$ cat src/rtl/osc_freq_counter.sv
// Gated rising-edge counter for the relaxation oscillator feedback pad.
// Optional OSC_DEGLITCH_EN rejects single-cycle synchronized pulses.
module osc_freq_counter #(
  parameter int GATE_CYCLES = 10000,
  parameter int COUNT_W     = 16
) (
  input  logic               clk,
  input  logic               rst_n,
  input  logic               ena,
  input  logic               osc_in,
  input  logic               start,
  input  logic               cont,
  output logic [COUNT_W-1:0] count,
  output logic               overflow,
  output logic               valid,
  output logic               busy
);

  localparam int TW = $clog2(GATE_CYCLES);
  localparam logic [TW-1:0] T_LAST = TW'(GATE_CYCLES - 1);
  localparam logic [COUNT_W-1:0] C_MAX = '1;

  typedef enum logic [1:0] {
    IDLE,
    GATE,
    LATCH
  } state_t;

  state_t             state;
  logic [TW-1:0]      timer;
  logic [COUNT_W-1:0] edge_cnt;
  logic               ovf_flag;
  logic [COUNT_W-1:0] cnt_nxt;
  logic               ovf_nxt;

  logic sync1, sync2, prev, lvl, edge_hit;

  always_ff @(posedge clk or negedge rst_n) begin
    if (!rst_n) begin
      sync1 <= 1'b0;
      sync2 <= 1'b0;
      prev  <= 1'b0;
    end else begin
      sync1 <= osc_in;
      sync2 <= sync1;
      prev  <= lvl;
    end
  end

`ifdef OSC_DEGLITCH_EN
  logic sync3;

  always_ff @(posedge clk or negedge rst_n) begin
    if (!rst_n) sync3 <= 1'b0;
    else        sync3 <= sync2;
  end

  // prev doubles as the filtered level: hold it until two samples agree
  assign lvl = (sync2 == sync3) ? sync2 : prev;
`else
  assign lvl = sync2;
`endif

  assign edge_hit = lvl & ~prev;

  always_comb begin
    cnt_nxt = edge_cnt;
    ovf_nxt = ovf_flag;
    if (edge_hit) begin
      if (edge_cnt == C_MAX) ovf_nxt = 1'b1;
      else                   cnt_nxt = edge_cnt + 1'b1;
    end
  end

  always_ff @(posedge clk or negedge rst_n) begin
    if (!rst_n) begin
      state    <= IDLE;
      timer    <= '0;
      edge_cnt <= '0;
      ovf_flag <= 1'b0;
      count    <= '0;
      overflow <= 1'b0;
      valid    <= 1'b0;
      busy     <= 1'b0;
    end else begin
      valid <= 1'b0;
      unique case (state)
        IDLE: begin
          if (start && ena) begin
            state    <= GATE;
            busy     <= 1'b1;
            timer    <= '0;
            edge_cnt <= '0;
            ovf_flag <= 1'b0;
          end
        end
        GATE: begin
          if (!ena) begin
            state <= IDLE;
            busy  <= 1'b0;
          end else begin
            edge_cnt <= cnt_nxt;
            ovf_flag <= ovf_nxt;
            timer    <= timer + 1'b1;
            // result is presented while in LATCH, so it includes this cycle
            if (timer == T_LAST) begin
              state    <= LATCH;
              count    <= cnt_nxt;
              overflow <= ovf_nxt;
              valid    <= 1'b1;
            end
          end
        end
        LATCH: begin
          if (cont && ena) begin
            state    <= GATE;
            timer    <= '0;
            edge_cnt <= '0;
            ovf_flag <= 1'b0;
          end else begin
            state <= IDLE;
            busy  <= 1'b0;
          end
        end
        default: begin
          state <= IDLE;
          busy  <= 1'b0;
        end
      endcase
    end
  end

endmodule

$ cat config.mk
export PLATFORM = sky130hd
export DESIGN_NAME = osc_freq_counter
export DESIGN_NICKNAME = d
export VERILOG_FILES = /design/src/rtl/osc_freq_counter.sv
export SDC_FILE = /design/constraint.sdc
export NUM_CORES = 1
export LEC_CHECK = 0
export CAP_MARGIN = 20
export CORE_MARGIN = 2
export CORE_UTILIZATION = 36
export CTS_CLUSTER_DIAMETER = 50
export DETAILED_ROUTE_END_ITERATION = 7
export PLACE_DENSITY = 0.6
export SETUP_SLACK_MARGIN = 0.4
export SLEW_MARGIN = 10
export SYNTH_ARGS = -nofsm -noshare
export SYNTH_HDL_FRONTEND = slang
export SYNTH_SLANG_ARGS = --single-unit
export TNS_END_PERCENT = 30
$ cat constraint.sdc
create_clock -name clk -period 1.6 [get_ports clk]
set_input_delay 0.24 -clock clk [delete_from_list [all_inputs] [get_ports clk]]
set_output_delay 0.24 -clock clk [all_outputs]
set_load 0.03 [all_outputs]
After elaboration in Yosys (flattened, before gate mapping):

Cells that the tools add are included.

* register bits after elaboration: 55
* input port bits: 6
* output and inout bits: 19
* word-level logic and storage cells: 61

* add/subtract/negate cells: 2
* eq/ne operators: 10
* multiplexer cells: 28
* bitwise operators: 2
* reductions and logical operators: 8

Operators with widths (count)
* $mux W16: 5
* $pmux W16 S3: 1
* $mux W14: 3
* $pmux W14 S3: 1
* $add A16 B1 Y16 const B: 1
* $eq A16 B16 Y1 const B: 1
* $add A14 B1 Y14 const B: 1
* $eq A14 B14 Y1 const B: 1
* $mux W1: 12
* $ne A2 B2 Y1 const B: 5
* $mux W2: 3
* $pmux W1 S3: 2
* $pmux W2 S3: 1
* $reduce_and A3 Y1: 2
* $reduce_and A4 Y1: 1
* $ne A3 B3 Y1 const B: 1
* $reduce_bool A3 Y1: 1
* $eq A2 B1 Y1 const B: 1
* $eq A2 B2 Y1 const B: 1
* $logic_and A1 B1 Y1: 2
* $logic_not A2 Y1: 1
* $reduce_and A2 Y1: 1
* $and A1 B1 Y1: 1
* $not A1 Y1: 1

Depth between registers and ports, before layout:

Gate-level depths: netlist of run 1.

* depth in word-level cells: 5
* mapped depth: 7
* depth with buffers taken out: 7

Least setup slack after synthesis of run 1:

OpenSTA, ideal clock, no wires.

* kind: register to register
* from: register timer[11]
* to: register count[10]
* setup time: 0.126 ns
* data arrival time: 1.640 ns
* data required time: 1.474 ns
* setup slack: -0.166 ns
* stages on the path, launching flop included: 7
* buffers on the path: 1
* period minus slack after synthesis: 1.766 ns
* path through: dfrtp_1 > or4b_4 > nor4_4 > nand2_4 > buf_6 > nand2_1 > o21ai_1

* cells in the longest elaborated chain, start to end: 2

RTL lines
* start, declared: RTL line 30 `logic [TW-1:0] timer;`
* start signal, assigned: RTL line 104 `timer <= timer + 1'b1;`
* $eq A14 B14 Y1: RTL line 106 `if (timer == T_LAST) begin`
* $reduce_and A3 Y1 (no source line)
* end signal, assigned: RTL line 108 `count <= cnt_nxt;`
* end, declared: RTL line 13 `output logic [COUNT_W-1:0] count,`

No other way between the ends.
A chain may end at the register's enable or synchronous reset.

Worst setup path after layout of run 1:

* from: register timer[11]
* to: register count[1]

Same word-level chain as after synthesis.

==> metrics, run 1 <==
outcome=finished with violations; failing checks=setup timing; CTS root buf=clkbuf_8; Ports=25; initial drt markers=88; Synth Flop Type=dfrtp_1; Die ar.=between 8000 and 9000 um2; Top Metal Used=met4; static leakage=between 1.5 and 2 nW; fraction of final layout cells sized beyond drive strength 1=a little over two fifths; Die Ht=approximately 92 um; number of diodes=0; DRT met1 WL=between 3 and 4 mm; Hold Startpoint=sync1$_DFF_PN0_; fin cells=494; drt drc=0; Crit. End Element=register; RSZ-0062 raised after global routing=true; DR WL met3=~310 um; clk buf depth=2; Hold Slack=0.360 ns; reg-to-reg critical path startpoint=timer[11]$_DFFE_PN0P_; asr flop ratio synth=100%; max capacitance violation total=0; final slew viol count=0; dpl hpwl=around 4.8 mm; WL per Instance=roughly 15 um; Initial Util=about 37%; P per Cell Area=roughly 660 nW/um2; syn nets=between 200 and 300; hold crit path type=register to register; placed cell count=about 470; via count of the first global-routing pass=about 2.6k; CTS buffer count=5; global route total overflow=0; post-synth cell types=49; Layout Nets=about 400; Worst Path Arrival=1.88 ns; r2r setup slk=-0.08 ns; antenna viol nets, final=0; row count=32; crit path cell chain=or4b_4 > nor4_4 > nand2_4 > buf_12 > nand2_2 > o21ai_1; pre-CTS setup slack=-0.197 ns; Synth Register Bits=55; GRT Total Usage=between 10% and 20%; Netlist Area Pre-Place=about 2800 um2; Final Hold Fails=0; Critical Path RT=approximately 1.8 ns; metal2 WL=about 4 mm; Worst Setup SP=timer[11]$_DFFE_PN0P_; # setup viols final=19; final instance area=4200 um2; Fmax=0.596 GHz; Setup TNS Final=-0.932 ns; slowest cell delay on critical path=roughly 0.58 ns; TritonCTS clock tree=yes; final WL=7.46 mm; slew margin rel.=between 60% and 70%; total chip power=roughly 2.8 mW; Die Width=~92 um; Synth Instances=about 290; TritonCTS sink count=between 50 and 60; clk_lat worst skew=0.32 ns; kind of critical path=register to register; first drt pass iteration count=4; Tmin final=1.68 ns; number of synthesized flops with an enable pin=0; total core area=7610 um2; Final Util=around 55%; largest net degree at the start of global routing=20; startpoint types=register; vias per inst=a little over 5; H-tree levels=2; Area after DPL=about 3700 um2; P&R area growth vs syn=50.4%; GP Congestion=0.821; Worst Tran Pin Value=between 0.4 and 0.5 ns; slowest CP cell=or4b_4; post-synthesis sequential area ratio=49.3%; routed vias=between 2k and 3k; clock slew at reported path FFs=~0.10 ns; clk_skew=~0.015 ns; fin crit share=105%; initial antenna violation count=0; setup ws final=-0.0783 ns; Syn. warnings=0; crit path max fanout=8; Avg Inst Size Synth=approximately 9.7 um2; first-pass GRT wire length=~12 mm; I/O Buffers=24; peak supply drop=447 uV
==> cells in the mapped netlist, types with 2 or more instances <==
library cell	n	area share [%]
nand2_1	31	4.2
o21ai_1	8	1.4
clkbuf_1	5	0.67
nor4_4	2	1.5
mux2i_1	2	0.72
a22o_1	4	1.3
xor2_1	14	4.4
and4_1	6	1.9
nor3b_1	2	0.54
a31oi_1	8	1.8
nand4_1	9	2.0
buf_2	3	0.54
nand3b_1	2	0.54
nor4_1	2	0.45
a211oi_1	2	0.54
clkbuf_2	2	0.36
nand2b_1	2	0.45
inv_1	4	0.54
nor3_1	3	0.54
o31ai_1	3	0.81
nor2_1	30	4.0
and3_1	6	1.3
and3_2	2	0.54
xnor2_1	9	2.8
a21o_1	2	0.54
ha_1	2	0.90
dfrtp_1	55	49
nand3_1	18	3.2
a21oi_1	17	3.0
o21ai_0	15	2.7
==> report_power, final <==
part | switching, mW | leakage [nW] | internal, mW
Combinational | 0.192 | 1.16 | 0.183
Clock | 0.473 | 0.0581 | 0.467
Sequential | 0.0446 | 0.751 | 1.43
==> state kept, by name, indices dropped and copies added, names as in the netlist <==
name / cells
timer: 14
busy: 1
state: 2
prev: 1
edge_cnt: 16
lvl: 1
count: 16
ovf_flag: 1
overflow: 1
sync1: 1
valid: 1
==> layout make-up <==
| cell class | instances | area [um2] |
|---|---|---|
| fill | 681 | 3410 |
| multi-input combinational | 217 | 1640 |
| sequential | 55 | 1380 |
| timing repair buffer | 107 | 916 |
| tap | 102 | 128 |
| clock buffer | 5 | 68.8 |
| clock inverter | 3 | 43.8 |
| inverter | 5 | 23.8 |
==> cell families after synthesis <==
kind of cell	synth area share, %
xor gates and xnor gates	7.21
DFF	49.3
AOI/OAI and AO/OA	15.5
and+or+nand+nor	23.0
muxes	0.717
adders and majority gates	0.896
buffers and inverters	3.32
==> per-layer routing <==
metal,vias to the layer above,GRT usage [%]
met5,-,0
met4,0,5.35
met3,10,3.62
met2,53,31.9
met1,1214,23.6
li1,1248,-
==> path summary, 6_finish.rpt <==
path                       cells after the start                      end
min                                            0            lvl$_DFF_PN0_
max                                            6     count[1]$_DFFE_PN0P_
min in group asynchronous                      2  edge_cnt[9]$_DFFE_PN0P_
max in group asynchronous                      3  edge_cnt[4]$_DFFE_PN0P_
min reg2reg                                    0            lvl$_DFF_PN0_
max reg2reg                                    6     count[1]$_DFFE_PN0P_
==> cell usage in the layout (no fill, tap or decap), types with 6 or more instances in the layout <==
master | netlist | routed
o21ai_1 | 8 | 18
nand4_1 | 9 | 9
buf_4 | 0 | 62
nand3_1 | 18 | 8
buf_6 | 1 | 15
dfrtp_1 | 55 | 54
nand2_2 | 0 | 8
buf_2 | 3 | 15
a31oi_1 | 8 | 8
xor2_1 | 14 | 14
xnor2_1 | 9 | 9
buf_12 | 0 | 6
a21oi_1 | 17 | 12
nor2_1 | 30 | 27
nand2_1 | 31 | 19
nand3_2 | 0 | 6
==> critical path, delay by kind of cell (launching register included) <==
kind / cells / cell delay (ns)
compound gates: 1 / 0.05
buf+inv: 1 / 0.16
flops: 1 / 0.38
simple gates: 4 / 0.97
==> repair_timing <==
| action | 4_1_cts | 5_1_grt |
|---|---|---|
| cloned | 1 | 0 |
| endpoints found under the hold margin | 16 | 0 |
| pin swaps | 60 | 24 |
| hold buffers | 1 | 0 |
| setup endpoints to repair | 70 | 56 |
| setup buffers | 12 | 5 |
| gates resized for setup | 152 | 21 |
(Power assumes the default switching activity.)
==> run 2: changes to the inputs <==
Settings changed: CORE_MARGIN 2 to unset.
==> metrics, run 2 (synthesis gave the netlist of run 1 again) <==
outcome=finished with violations (unchanged); failing checks=setup timing (unchanged); startpoint types=register (unchanged); clk_skew=0.00999 ns (was 0.0148 ns); placed cell count=464 (was 467); total core area=7370 um2 (was 7610 um2); # fillers=652 (was 681); initial antenna violation count=0 (unchanged); fraction of final layout cells sized beyond drive strength 1=43.3% (was 43.4%); Worst Setup SP=timer[11]$_DFFE_PN0P_ (unchanged); static leakage=1.90 nW (was 1.97 nW); row count=31 (was 32); commonest non-fill, non-tap cell in the layout=buf_4 (unchanged); busiest grt layer=met2 (unchanged); RSZ-0062 raised after global routing=true (unchanged); max capacitance violation total=0 (unchanged); clock slew at reported path FFs=0.09 ns (was 0.10 ns); drt drc=0 (unchanged); Worst setup endpoint=count[12]$_DFFE_PN0P_ (was count[1]$_DFFE_PN0P_); Initial Util=37.9% (was 36.7%); Critical Path RT=1.79 ns (was 1.80 ns); CTS buffer count=5 (unchanged); final instance area=4030 um2 (was 4200 um2); P per Cell Area=648 nW/um2 (was 664 nW/um2); antenna viol nets, final=0 (unchanged); Die Ht=90.1 um (was 92.1 um); setup ws final=-0.0808 ns (was -0.0783 ns); Die Width=90.1 um (was 92.1 um); clk buf depth=2 (unchanged); slew margin rel.=75.8% (was 67.8%); # setup viols final=22 (was 19); Worst Path Arrival=1.87 ns (was 1.88 ns); fin crit share=105% (about the same); final slew viol count=0 (unchanged); Fmax=0.595 GHz (was 0.596 GHz); I/O Buffers=24 (unchanged); Setup TNS Final=-1.15 ns (was -0.932 ns); r2r setup slk=-0.08 ns (about the same); pre-CTS setup slack=-0.190 ns (was -0.197 ns); crit path max fanout=13 (was 8); TritonCTS sink count=55 (unchanged); Worst Tran Pin Value=0.361 ns (was 0.484 ns); TritonCTS clock tree=yes (unchanged); clk_lat worst skew=0.31 ns (was 0.32 ns); P&R area growth vs syn=44.3% (was 50.4%); M2 GR Usage=30.3% (was 31.9%); met3 usage=2.79% (was 3.62%); CTS root buf=clkbuf_8 (unchanged); initial drt markers=132 (was 88); total chip power=2.61 mW (was 2.79 mW); first-pass GRT wire length=12.0 mm (was 12.4 mm); Tmin final=1.68 ns (about the same); Layout Nets=391 (was 399); H-tree levels=2 (unchanged); Ports=25 (unchanged); reg-to-reg critical path startpoint=timer[11]$_DFFE_PN0P_ (unchanged); first drt pass iteration count=4 (unchanged); worst r2r path cells=6 (unchanged); GRT Total Usage=18.2% (was 18.5%); global route total overflow=0 (unchanged); met1 usage=24.9% (was 23.6%); Hold Slack=0.365 ns (was 0.360 ns); largest net degree at the start of global routing=56 (was 20); fin cells=482 (was 494); GP Congestion=0.824 (was 0.821); Reg-to-Reg End=count[12]$_DFFE_PN0P_ (was count[1]$_DFFE_PN0P_); via count of the first global-routing pass=2479 (was 2568); WL per Instance=14.5 um (was 15.1 um); Area after DPL=3650 um2 (was 3680 um2); peak supply drop=269 uV (was 447 uV); Die ar.=8110 um2 (was 8480 um2); Final Hold Fails=0 (unchanged); final WL=7.01 mm (was 7.46 mm); kind of critical path=register to register (unchanged); Crit. End Element=register (unchanged); dpl hpwl=4.84 mm (was 4.81 mm); Final Util=54.7% (was 55.2%); most frequent cells in the layout=buf_4, dfrtp_1, nor2_1 (unchanged); routed vias=2500 (was 2525); hold crit path type=register to register (unchanged); largest registers=count x16, edge_cnt x16, timer x14 (unchanged); number of diodes=0 (unchanged); vias per inst=5.19 (was 5.11)
run 2: report_power, final:
| part | internal [mW] | switching [mW] |
|---|---|---|
| Sequential | 1.43 | 0.0438 |
| Combinational | 0.166 | 0.182 |
| Clock | 0.341 | 0.444 |
run 2: timing repair:
item	in CTS	in global routing
setup endpoints to repair	70	56
resized for setup	144	27
hold buffers	1	0
cloned	0	0
hold endpoints to repair	55	0
buffers inserted	5	5
pin swaps	36	20
run 2: critical path, stage by stage (launching register included):
cell,delay [ns]
dfrtp_1,0.39
or4b_4,0.58
nor4_4,0.21
nand2_4,0.12
buf_12,0.16
nand2_2,0.07
o21ai_2,0.05
run 2: cell type report:
class	instances	area, um2	area share, %
flip-flops and latches	55	1380	34.2
well taps	99	124	3.07
clock inverters	1	5.00	0.124
clock buffers	6	82.6	2.05
multi-input cells	217	1620	40.3
repair buffers	99	793	19.7
inverters	5	23.8	0.590
run 2: metal layers:
layer	up-vias	share of wire, %
li1	1222	-
met1	1227	49
met2	45	47
met3	6	3.0
met4	0	0.90
met5	-	0
run 2: worst min path at each step:
stage / start / end / depth (start not counted)
floorplan: rst_n / busy$_DFFE_PN0P_ / 0
global placement: rst_n / timer[12]$_DFFE_PN0P_ / 2
detailed placement: rst_n / timer[12]$_DFFE_PN0P_ / 2
CTS: osc_in / sync1$_DFF_PN0_ / 1
global route: osc_in / sync1$_DFF_PN0_ / 1
finish: sync1$_DFF_PN0_ / lvl$_DFF_PN0_ / 0
==> run 3: changes to the inputs <==
Settings changed: CORE_MARGIN set to 4, HOLD_SLACK_MARGIN set to 0.06, SKIP_CTS_REPAIR_TIMING set to 1.
==> metrics, run 3 (synthesis gave the netlist of run 1 again) <==
outcome=finished with violations (unchanged); failing checks=setup timing (unchanged); largest registers=count x16, edge_cnt x16, timer x14 (unchanged); Ports=25 (unchanged); drt drc=0 (unchanged); Tmin final=1.70 ns (was 1.68 ns); vias per inst=5.18 (was 5.19); Fmax=0.588 GHz (was 0.595 GHz); clk buf depth=2 (unchanged); startpoint types=register (unchanged); initial drt markers=129 (was 132); Final Util=55.0% (was 54.7%); I/O Buffers=24 (unchanged); final instance area=4080 um2 (was 4030 um2); kind of critical path=register to register (unchanged); initial antenna violation count=0 (unchanged); Worst Tran Pin Value=0.478 ns (was 0.361 ns); Initial Util=37.7% (was 37.9%); TritonCTS sink count=55 (unchanged); placed cell count=466 (was 464); row count=31 (unchanged); fin crit share=106% (was 105%); slowest CP cell=or4b_4 (unchanged); number of diodes=0 (unchanged); final WL=6.97 mm (was 7.01 mm); final slew viol count=0 (unchanged); via count of the first global-routing pass=2339 (was 2479); global route total overflow=0 (unchanged); Worst Path Arrival=1.90 ns (was 1.87 ns); Layout Nets=394 (was 391); slew margin rel.=68.1% (was 75.8%); first-pass GRT wire length=11.1 mm (was 12.0 mm); FF/Latch Area=1380 um2 (unchanged); dpl hpwl=4.97 mm (was 4.84 mm); total core area=7410 um2 (was 7370 um2); RSZ-0062 raised after global routing=true (unchanged); Die Ht=96.1 um (was 90.1 um); Critical Path RT=1.80 ns (was 1.79 ns); H-tree levels=2 (unchanged); peak supply drop=268 uV (was 269 uV); static leakage=1.91 nW (was 1.90 nW); P per Cell Area=649 nW/um2 (was 648 nW/um2); GRT Total Usage=15.5% (was 18.2%); crit path cell chain=or4b_4 > nor4_4 > nand2_4 > buf_12 > nand2_1 > o21ai_1 (was or4b_4 > nor4_4 > nand2_4 > buf_12 > nand2_2 > o21ai_2); clock slew at reported path FFs=0.10 ns (was 0.09 ns); commonest non-fill, non-tap cell in the layout=buf_4 (unchanged); most frequent cells in the layout=buf_4, dfrtp_1, nor2_1, nand2_1, xor2_1 (was buf_4, dfrtp_1, nor2_1); CTS root buf=clkbuf_8 (unchanged); first drt pass iteration count=4 (unchanged); CTS buffer count=5 (unchanged); slowest cell delay on critical path=0.58 ns (about the same); routed vias=2516 (was 2500); crit path max fanout=8 (was 13); crit-path leading delay family=simple AND/OR/NAND/NOR gates (unchanged); GP Congestion=0.872 (was 0.824); fraction of final layout cells sized beyond drive strength 1=40.3% (was 43.3%); fin cells=486 (was 482); # fillers=659 (was 652); antenna viol nets, final=0 (unchanged); clk_lat worst skew=0.31 ns (about the same); hold crit path type=register to register (unchanged); clk_skew=0.0145 ns (was 0.00999 ns); P&R area growth vs syn=46.0% (was 44.3%); WL per Instance=14.3 um (was 14.5 um); WP buf/inv=1 (unchanged); Final Hold Fails=0 (unchanged); Crit. End Element=register (unchanged); # setup viols final=23 (was 22); largest net degree at the start of global routing=24 (was 56); TritonCTS clock tree=yes (unchanged); Die Width=96.1 um (was 90.1 um); Multi-input gate area=1580 um2 (was 1620 um2); setup ws final=-0.100 ns (was -0.0808 ns); Die ar.=9230 um2 (was 8110 um2); Area after DPL=3690 um2 (was 3650 um2); max capacitance violation total=0 (unchanged)
run 3: power breakdown:
group          internal [mW]  total, mW  leakage, nW  switching [mW]
clock network          0.356      0.825       0.0484           0.469
registers               1.43       1.47        0.751          0.0390
logic                  0.168      0.347         1.11           0.179
total                   1.96       2.64         1.91           0.686
run 3: worst paths after layout:
| check | from | endpoint | slack (ns) | cells past startpoint |
|---|---|---|---|---|
| min | sync1$_DFF_PN0_ | lvl$_DFF_PN0_ | 0.36 | 0 |
| min in group asynchronous | rst_n | edge_cnt[13]$_DFFE_PN0P_ | 0.41 | 2 |
| max in group asynchronous | rst_n | count[1]$_DFFE_PN0P_ | 0.70 | 3 |
| max | timer[11]$_DFFE_PN0P_ | count[5]$_DFFE_PN0P_ | -0.10 | 6 |
| max reg2reg | timer[11]$_DFFE_PN0P_ | count[5]$_DFFE_PN0P_ | -0.10 | 6 |
| min reg2reg | sync1$_DFF_PN0_ | lvl$_DFF_PN0_ | 0.36 | 0 |
run 3: stage by stage:
| stage | hold WS [ns] | worst slack [ns] | setup TNS (ns) | power [mW] |
|---|---|---|---|---|
| final | 0.356 | -0.100 | -1.38 | 2.64 |
| after global routing | 0.360 | -0.219 | -4.10 | 2.76 |
| after CTS | -0.129 | -0.178 | -2.97 | 2.65 |
| after detailed placement | 0.223 | -0.205 | -5.25 | 1.81 |
| after global placement | 0.216 | -0.173 | -4.25 | 1.80 |
| after floorplan | -0.0556 | -0.0494 | -0.578 | 1.63 |
run 3: routing by layer:
| metal | wire (um) | part of all wire (%) | GRT usage [%] | vias up |
|---|---|---|---|---|
| met4 | 81 | 1.2 | 3.91 | 0 |
| met3 | 256 | 3.7 | 2.58 | 8 |
| met1 | 3080 | 44 | 20.0 | 1224 |
| met2 | 3560 | 51 | 26.7 | 42 |
| met5 | 0 | 0 | 0 | - |
| li1 | - | - | - | 1242 |
run 3: final cells by class:
cell class	instances	share of cell area, %
multi-input combinational	217	38.8
sequential	55	33.8
timing repair buffer	102	21.4
tap	99	3.04
clock buffer	7	2.12
inverter	5	0.583
clock inverter	1	0.215
